==> src/rtl/axil_reg_slave.sv <==
// axil_reg_slave: AXI4-Lite register-bank responder with four 32-bit registers in a
// 16-byte window at BASE_ADDR. REG0 and REG1 are read/write. SUM (REG0+REG1) and
// WCNT (the count of OKAY writes) are read-only.
// Optional build macro AXIL_REG_SLAVE_STRB_EN: when it is defined, REG0 and REG1 honour
// per-byte write strobes. When it is undefined, every OKAY write replaces the whole word.
module axil_reg_slave #(
  parameter int unsigned DATA_WIDTH = 32,
  parameter int unsigned ADDR_WIDTH = 8,
  parameter int unsigned RESP_WIDTH = 3,
  parameter int unsigned BASE_ADDR  = 0
) (
  input  logic                    s_axi_aclk,
  input  logic                    s_axi_areset,
  input  logic [ADDR_WIDTH-1:0]   s_axi_awaddr,
  input  logic                    s_axi_awvalid,
  output logic                    s_axi_awready,
  input  logic [DATA_WIDTH-1:0]   s_axi_wdata,
  input  logic [DATA_WIDTH/8:0]   s_axi_wstrb,
  input  logic                    s_axi_wvalid,
  output logic                    s_axi_wready,
  output logic [RESP_WIDTH-1:0]   s_axi_bresp,
  output logic                    s_axi_bvalid,
  input  logic                    s_axi_bready,
  input  logic [ADDR_WIDTH-1:0]   s_axi_araddr,
  input  logic                    s_axi_arvalid,
  output logic                    s_axi_arready,
  output logic [DATA_WIDTH-1:0]   s_axi_rdata,
  output logic [RESP_WIDTH-1:0]   s_axi_rresp,
  output logic                    s_axi_rvalid,
  input  logic                    s_axi_rready
);

  localparam int unsigned           NumBytes   = DATA_WIDTH / 8;
  localparam logic [ADDR_WIDTH-1:0] BaseAddr   = ADDR_WIDTH'(BASE_ADDR);
  localparam logic [RESP_WIDTH-1:0] RespOkay   = '0;
  localparam logic [RESP_WIDTH-1:0] RespSlvErr = RESP_WIDTH'(2);

  typedef enum logic [1:0] {WIdle, WHaveAw, WHaveW, WResp} w_state_e;
  typedef enum logic {RIdle, RData} r_state_e;

  w_state_e w_state_q, w_state_d;
  r_state_e r_state_q, r_state_d;

  // Keeps every ready low while in reset; readies appear on the first edge afterwards.
  logic ready_en_q;

  logic [DATA_WIDTH-1:0] reg0_q, reg0_d;
  logic [DATA_WIDTH-1:0] reg1_q, reg1_d;
  logic [DATA_WIDTH-1:0] wcnt_q, wcnt_d;
  logic [ADDR_WIDTH-1:0] awaddr_q;
  logic [DATA_WIDTH-1:0] wdata_q;
  logic [RESP_WIDTH-1:0] bresp_q, bresp_d;
  logic [DATA_WIDTH-1:0] rdata_q, rdata_d;
  logic [RESP_WIDTH-1:0] rresp_q, rresp_d;

  logic aw_hs, w_hs, ar_hs, w_commit;
  logic [ADDR_WIDTH-1:0] wr_addr;
  logic [DATA_WIDTH-1:0] wr_data, wr_mask, rd_word;
  logic wr_ok, rd_in_win;

  assign aw_hs = s_axi_awvalid && s_axi_awready;
  assign w_hs  = s_axi_wvalid && s_axi_wready;
  assign ar_hs = s_axi_arvalid && s_axi_arready;

  // The write address and data come from the live bus in the handshake cycle and from
  // the capture registers otherwise.
  assign wr_addr = aw_hs ? s_axi_awaddr : awaddr_q;
  assign wr_data = w_hs ? s_axi_wdata : wdata_q;

  // Only REG0 (offset 0x0) and REG1 (offset 0x4) accept writes.
  assign wr_ok = (wr_addr[ADDR_WIDTH-1:4] == BaseAddr[ADDR_WIDTH-1:4]) &&
                 (wr_addr[1:0] == 2'b00) && !wr_addr[3];

  assign rd_in_win = (s_axi_araddr[ADDR_WIDTH-1:4] == BaseAddr[ADDR_WIDTH-1:4]) &&
                     (s_axi_araddr[1:0] == 2'b00);

`ifdef AXIL_REG_SLAVE_STRB_EN
  logic [NumBytes-1:0] wstrb_q;
  logic [NumBytes-1:0] wr_strb;
  logic                unused_wstrb;

  assign wr_strb      = w_hs ? s_axi_wstrb[NumBytes-1:0] : wstrb_q;
  assign unused_wstrb = s_axi_wstrb[NumBytes];

  // Expand the byte strobes into a bit mask.
  always_comb begin
    wr_mask = '0;
    for (int i = 0; i < NumBytes; i++) begin
      wr_mask[i*8 +: 8] = {8{wr_strb[i]}};
    end
  end

  // Capture the strobes alongside the write data.
  always_ff @(posedge s_axi_aclk) begin
    if (s_axi_areset) begin
      wstrb_q <= '0;
    end else begin
      wstrb_q <= wr_strb;
    end
  end
`else
  logic unused_wstrb;

  assign unused_wstrb = ^s_axi_wstrb;
  assign wr_mask      = '1;
`endif

  // ---------------------------------------------------------------------------
  // Write FSM
  // ---------------------------------------------------------------------------

  // Write state register; a reset aborts any transaction in flight.
  always_ff @(posedge s_axi_aclk) begin
    if (s_axi_areset) begin
      w_state_q <= WIdle;
    end else begin
      w_state_q <= w_state_d;
    end
  end

  // Write next state: collect AW and W in either order, then hold the response.
  always_comb begin
    w_state_d = w_state_q;
    unique case (w_state_q)
      WIdle: begin
        if (aw_hs && w_hs) begin
          w_state_d = WResp;
        end else if (aw_hs) begin
          w_state_d = WHaveAw;
        end else if (w_hs) begin
          w_state_d = WHaveW;
        end
      end
      WHaveAw: if (w_hs)         w_state_d = WResp;
      WHaveW:  if (aw_hs)        w_state_d = WResp;
      WResp:   if (s_axi_bready) w_state_d = WIdle;
      default: w_state_d = WIdle;
    endcase
  end

  // Write channel outputs.
  always_comb begin
    s_axi_awready = 1'b0;
    s_axi_wready  = 1'b0;
    s_axi_bvalid  = 1'b0;
    unique case (w_state_q)
      WIdle: begin
        s_axi_awready = ready_en_q;
        s_axi_wready  = ready_en_q;
      end
      WHaveAw: s_axi_wready  = 1'b1;
      WHaveW:  s_axi_awready = 1'b1;
      WResp:   s_axi_bvalid  = 1'b1;
      default: ;
    endcase
  end

  assign s_axi_bresp = bresp_q;

  // Registers update on the same edge that raises bvalid.
  assign w_commit = (w_state_q != WResp) && (w_state_d == WResp);

  // Register-bank next state and the write response.
  always_comb begin
    reg0_d  = reg0_q;
    reg1_d  = reg1_q;
    wcnt_d  = wcnt_q;
    bresp_d = bresp_q;
    if (w_commit) begin
      bresp_d = wr_ok ? RespOkay : RespSlvErr;
      if (wr_ok) begin
        wcnt_d = wcnt_q + 1'b1;
        if (wr_addr[2]) begin
          reg1_d = (reg1_q & ~wr_mask) | (wr_data & wr_mask);
        end else begin
          reg0_d = (reg0_q & ~wr_mask) | (wr_data & wr_mask);
        end
      end
    end
  end

  // ---------------------------------------------------------------------------
  // Read FSM
  // ---------------------------------------------------------------------------

  // Read state register.
  always_ff @(posedge s_axi_aclk) begin
    if (s_axi_areset) begin
      r_state_q <= RIdle;
    end else begin
      r_state_q <= r_state_d;
    end
  end

  // Read next state: accept one address, then hold the data until it is taken.
  always_comb begin
    r_state_d = r_state_q;
    unique case (r_state_q)
      RIdle:   if (ar_hs)        r_state_d = RData;
      RData:   if (s_axi_rready) r_state_d = RIdle;
      default: r_state_d = RIdle;
    endcase
  end

  // Read channel outputs.
  always_comb begin
    s_axi_arready = 1'b0;
    s_axi_rvalid  = 1'b0;
    unique case (r_state_q)
      RIdle:   s_axi_arready = ready_en_q;
      RData:   s_axi_rvalid  = 1'b1;
      default: ;
    endcase
  end

  assign s_axi_rdata = rdata_q;
  assign s_axi_rresp = rresp_q;

  // Read mux; it uses pre-edge register values, so a read that coincides with a write
  // returns the old contents.
  always_comb begin
    rd_word = '0;
    unique case (s_axi_araddr[3:2])
      2'd0: rd_word = reg0_q;
      2'd1: rd_word = reg1_q;
      2'd2: rd_word = reg0_q + reg1_q;
      2'd3: rd_word = wcnt_q;
    endcase
  end

  // Latch read data and response on the AR handshake.
  always_comb begin
    rdata_d = rdata_q;
    rresp_d = rresp_q;
    if (ar_hs) begin
      rdata_d = rd_in_win ? rd_word : '0;
      rresp_d = rd_in_win ? RespOkay : RespSlvErr;
    end
  end

  // Datapath registers.
  always_ff @(posedge s_axi_aclk) begin
    if (s_axi_areset) begin
      ready_en_q <= 1'b0;
      reg0_q     <= '0;
      reg1_q     <= '0;
      wcnt_q     <= '0;
      awaddr_q   <= '0;
      wdata_q    <= '0;
      bresp_q    <= '0;
      rdata_q    <= '0;
      rresp_q    <= '0;
    end else begin
      ready_en_q <= 1'b1;
      reg0_q     <= reg0_d;
      reg1_q     <= reg1_d;
      wcnt_q     <= wcnt_d;
      awaddr_q   <= wr_addr;
      wdata_q    <= wr_data;
      bresp_q    <= bresp_d;
      rdata_q    <= rdata_d;
      rresp_q    <= rresp_d;
    end
  end

endmodule
==> config.mk <==
export PLATFORM = sky130hd
export DESIGN_NAME = axil_reg_slave
export DESIGN_NICKNAME = d
export VERILOG_FILES = /design/src/rtl/axil_reg_slave.sv
export SDC_FILE = /design/constraint.sdc
export NUM_CORES = 1
export LEC_CHECK = 0
export CAP_MARGIN = 30
export CORE_UTILIZATION = 35
export CTS_CLUSTER_DIAMETER = 60
export DETAILED_ROUTE_END_ITERATION = 7
export GPL_TIMING_DRIVEN = 0
export PLACE_DENSITY_LB_ADDON = 0.12
export SYNTH_ARGS = -nofsm -noshare
export SYNTH_HDL_FRONTEND = slang
export SYNTH_SLANG_ARGS = --single-unit
==> constraint.sdc <==
create_clock -name s_axi_aclk -period 3.7 [get_ports s_axi_aclk]
set_input_delay 0.74 -clock s_axi_aclk [delete_from_list [all_inputs] [get_ports s_axi_aclk]]
set_output_delay 0.74 -clock s_axi_aclk [all_outputs]
set_load 0.02 [all_outputs]
==> run_results.csv <==
group,metric,value,unit
pwr,p_sw_share,27.7,%
pwr,combPwrFrac,13.3,%
detailed_routing,drcViolationCount,0,
pwr,p_leak,0.00398,uW
floorplan,core_region_area,24400,um2
clock_network,cts_tree,"built",
hold_path,whs_path_depth,2,
logic_synthesis,synth_area_per_cell,8.52,um2
setup_path,criticalPathCategory,"flop to flop",
pwr,power_density,414,nW/um2
logic_synthesis,yosysWarningCount,0,
timing,period_needed,3.52,ns
hold_path,min_from,"awaddr_q[6]",
placed_design,place_area,10100,um2
setup_path,worstPathCellList,"ha_1 -> clkbuf_1 -> o21a_1 -> o211ai_1 -> a2111oi_1 -> o21ai_0 -> o311a_1 -> a21oi_1 -> mux2i_1 -> a31oi_1 -> a32o_1",
floorplan,chipHeight,160,um
clock_network,hold_buffers,0,
floorplan,ios,103,
logic_synthesis,ys_types,67,
floorplan,fp.dieW,160,um
detailed_routing,postRouteAntennaNets,0,
status,status,"finished clean",
detailed_routing,wl_per_cell,18.6,um
final_layout,design_area,10600,um2
timing,slew_headroom,36.4,%
placed_design,dp.final_hpwl,20400,um
floorplan,initial_core_util,35.8,%
run,drv_cap,0,
timing,fmax,284,MHz
setup_path,cp-start-kind,"flop",
pwr,power,4410,uW
final_layout,final_nets,1230,
timing,fin_skew,0.0122,ns
global_routing,grt_pass1_wl,42400,um
global_routing,antenna_found_initial,0,
timing,fin_crit_sh,95.0,%
logic_synthesis,ys_ff_latch,174,
setup_path,slowest_delay,0.66,ns
floorplan,dieArea,25600,um2
hold_path,hp-class,"flop to flop",
timing,setup_violations,0,
clock_network,htree_levels,4,
setup_path,worstSetupEndpointType,"flop",
clock_network,numCtsBuffers,17,
detailed_routing,post_drt_via_cell_ratio,5.25,
logic_synthesis,ys_async_sr_fraction,0,%
setup_path,crit_slowest_cell,"a2111oi_1",
final_layout,fill_cells,2522,
setup_path,r2r_slack,0.18,ns
global_routing,grt_pass1_vias,7233,
pwr,pwr-share-clk,41.4,%
placed_design,gp_congestion,0.890,
timing,rsz0062_at_grt,"false",
setup_path,crit_required,4.02,ns
clock_network,clockRootBuffer,"clkbuf_16",
detailed_routing,drt_first_pass_iters,5,
timing,maxSlewViolCount,0,
final_layout,n_antenna_cell,0,
final_layout,area_growth,22.0,%
clock_network,cts.sinks,174,
placed_design,portBuffers,90,
detailed_routing,routed_wl,27400,um
final_layout,drive_gt1_share,5.30,%
timing,worst_pin_slew,0.954,ns
detailed_routing,drtIter0Drc,466,
setup_path,worstPathArrival,3.84,ns
final_layout,final_cell_mix,"dfxtp_1, nor2_1, a21oi_1",
clock_network,clk_pin_slew,0.07,ns
setup_path,critical_path.max_fanout,7,
global_routing,grt_max_degree,17,
timing,hold_violations,0,
pwr,power_frac_seq,45.4,%
logic_synthesis,ys_seq_area_share,39.9,%
logic_synthesis,syn_area,8730,um2
pwr,peakVddDrop,0.000259,V
pwr,intPower,3180,uW
floorplan,rows,57,
global_routing,gr-total-overflow,0,
logic_synthesis,synth_cells,1024,
setup_path,r2r-start,"reg1_q[6]",
detailed_routing,num_vias,7737,
setup_path,r2r_cells,11,
final_layout,layout_commonest_cell,"dfxtp_1",
setup_path,timing.rr.end,"s_axi_rdata[31]",
logic_synthesis,synth-edff-count,0,
clock_network,clockBufferDepth,2,
clock_network,clock_latency,0.44,ns
global_routing,grt_usage,21.7,%
logic_synthesis,synth_flop_cell,"dfxtp_1",
pwr,switching_power,1220,uW
hold_path,hold_path_end,"awaddr_q[6]",
[cell families after synthesis]
| group | share of synthesized area, % |
|---|---|
| xor+xnor | 4.62 |
| flops | 39.9 |
| compound gates | 21.3 |
| fa+ha+maj | 4.82 |
| mux | 8.24 |
| other cells | 0.0430 |
| simple gates | 17.2 |
| buf+inv | 3.94 |
[critical path: cells and delay by family (launching register included)]
kind | cells | cell delay, ns
adders and majority gates | 1 | 0.27
muxes | 1 | 0.26
DFF | 1 | 0.34
AOI/OAI and AO/OA | 8 | 2.25
buffers and inverters | 1 | 0.27
[cells in the mapped netlist (3+ instances only)]
library cell  count  area share, %
ha_1             32            4.6
a22oi_1           3           0.26
xnor2_1          20            2.0
nor2_1          173            7.4
o21ai_0          32            1.8
xor2_1           26            2.6
inv_1            16           0.69
o211ai_1         24            2.1
nor2b_1           7           0.50
a32o_1            6           0.69
nand3_1          23            1.3
mux4_2            3           0.77
buf_4             4           0.34
o21a_1            9           0.77
nand2_1          67            2.9
a211oi_1         68            5.9
a21o_1           11           0.95
nand3b_1          4           0.34
buf_2             8           0.46
o21ai_1           7           0.40
buf_1             8           0.34
nor3_1            8           0.46
clkbuf_1         46            2.0
or3_1            12           0.86
mux2i_1          64            7.3
dfxtp_1         174             40
nand4_1           9           0.65
o21bai_1          4           0.34
and2_1            3           0.22
a21oi_1          96            5.5
nand2b_1          4           0.29
nor4_1            3           0.22
and3_1            9           0.65
[through the flow]
stage	std cells	setup slack (ns)	hold WS [ns]	utilization, %	setup TNS [ns]
after CTS	1474	0.162	0.453	43.6	0
after detailed placement	1442	-0.161	0.444	41.2	-3.10
after global routing	1474	0.0486	0.471	43.6	0
final	1474	0.185	0.453	43.6	0
after floorplan	1027	1.00	0.431	-	0
after global placement	1441	-0.141	0.443	41.2	-3.06
[per-layer routing]
metal  part of all wire [%]  track usage, %  vias to the layer above
met2                     44            34.0                      165
met3                    3.6            3.17                       32
li1                       -               -                     3892
met5                      0               0                        -
met4                    2.0            7.06                        0
met1                     50            30.5                     3648
[power groups by stage]
stage | logic (uW) | registers (uW) | clock network, uW
5_1_grt | 647 | 2010 | 1930
3_5_place_dp | 585 | 2040 | 0
2_1_floorplan | 376 | 2030 | 0
6_report | 585 | 2000 | 1820
3_3_place_gp | 580 | 2040 | 0
4_1_cts | 587 | 2000 | 1860
[how the worst max path moves through the flow]
stage	start	endpoint	slack [ns]	cells past startpoint
after floorplan	reg0_q[6]	s_axi_rdata[31]	1.00	11
after global placement	s_axi_awvalid	reg1_q[0]	-0.14	8
after detailed placement	s_axi_awvalid	reg1_q[28]	-0.16	8
after CTS	reg1_q[6]	s_axi_rdata[31]	0.16	11
after global routing	reg0_q[0]	s_axi_rdata[26]	0.05	12
final	reg1_q[6]	s_axi_rdata[31]	0.18	11
[flip-flops by register name, summed over array words and instances, names as in the netlist, 2 cells and up]
signal	count
wdata_q	32
reg1_q	32
s_axi_rdata	32
awaddr_q	8
reg0_q	32
wcnt_q	32
w_state_q	2
[layout make-up]
class / count / area (um2) / share of cell area, %
Tap cell: 324 / 405 / 3.81
Timing Repair Buffer: 91 / 912 / 8.57
Buffer: 67 / 284 / 2.67
Clock inverter: 15 / 160 / 1.50
Multi-Input combinational cell: 770 / 4910 / 46.1
Inverter: 16 / 60.1 / 0.564
Clock buffer: 17 / 425 / 4.00
Sequential cell: 174 / 3480 / 32.7
[timing repair]
item | 4_1_cts | 5_1_grt
gates resized for setup | 0 | 1
buffers inserted | 0 | 0
endpoints found under the setup margin | 0 | 1
No activity file was read; power rests on OpenSTA's default activity.
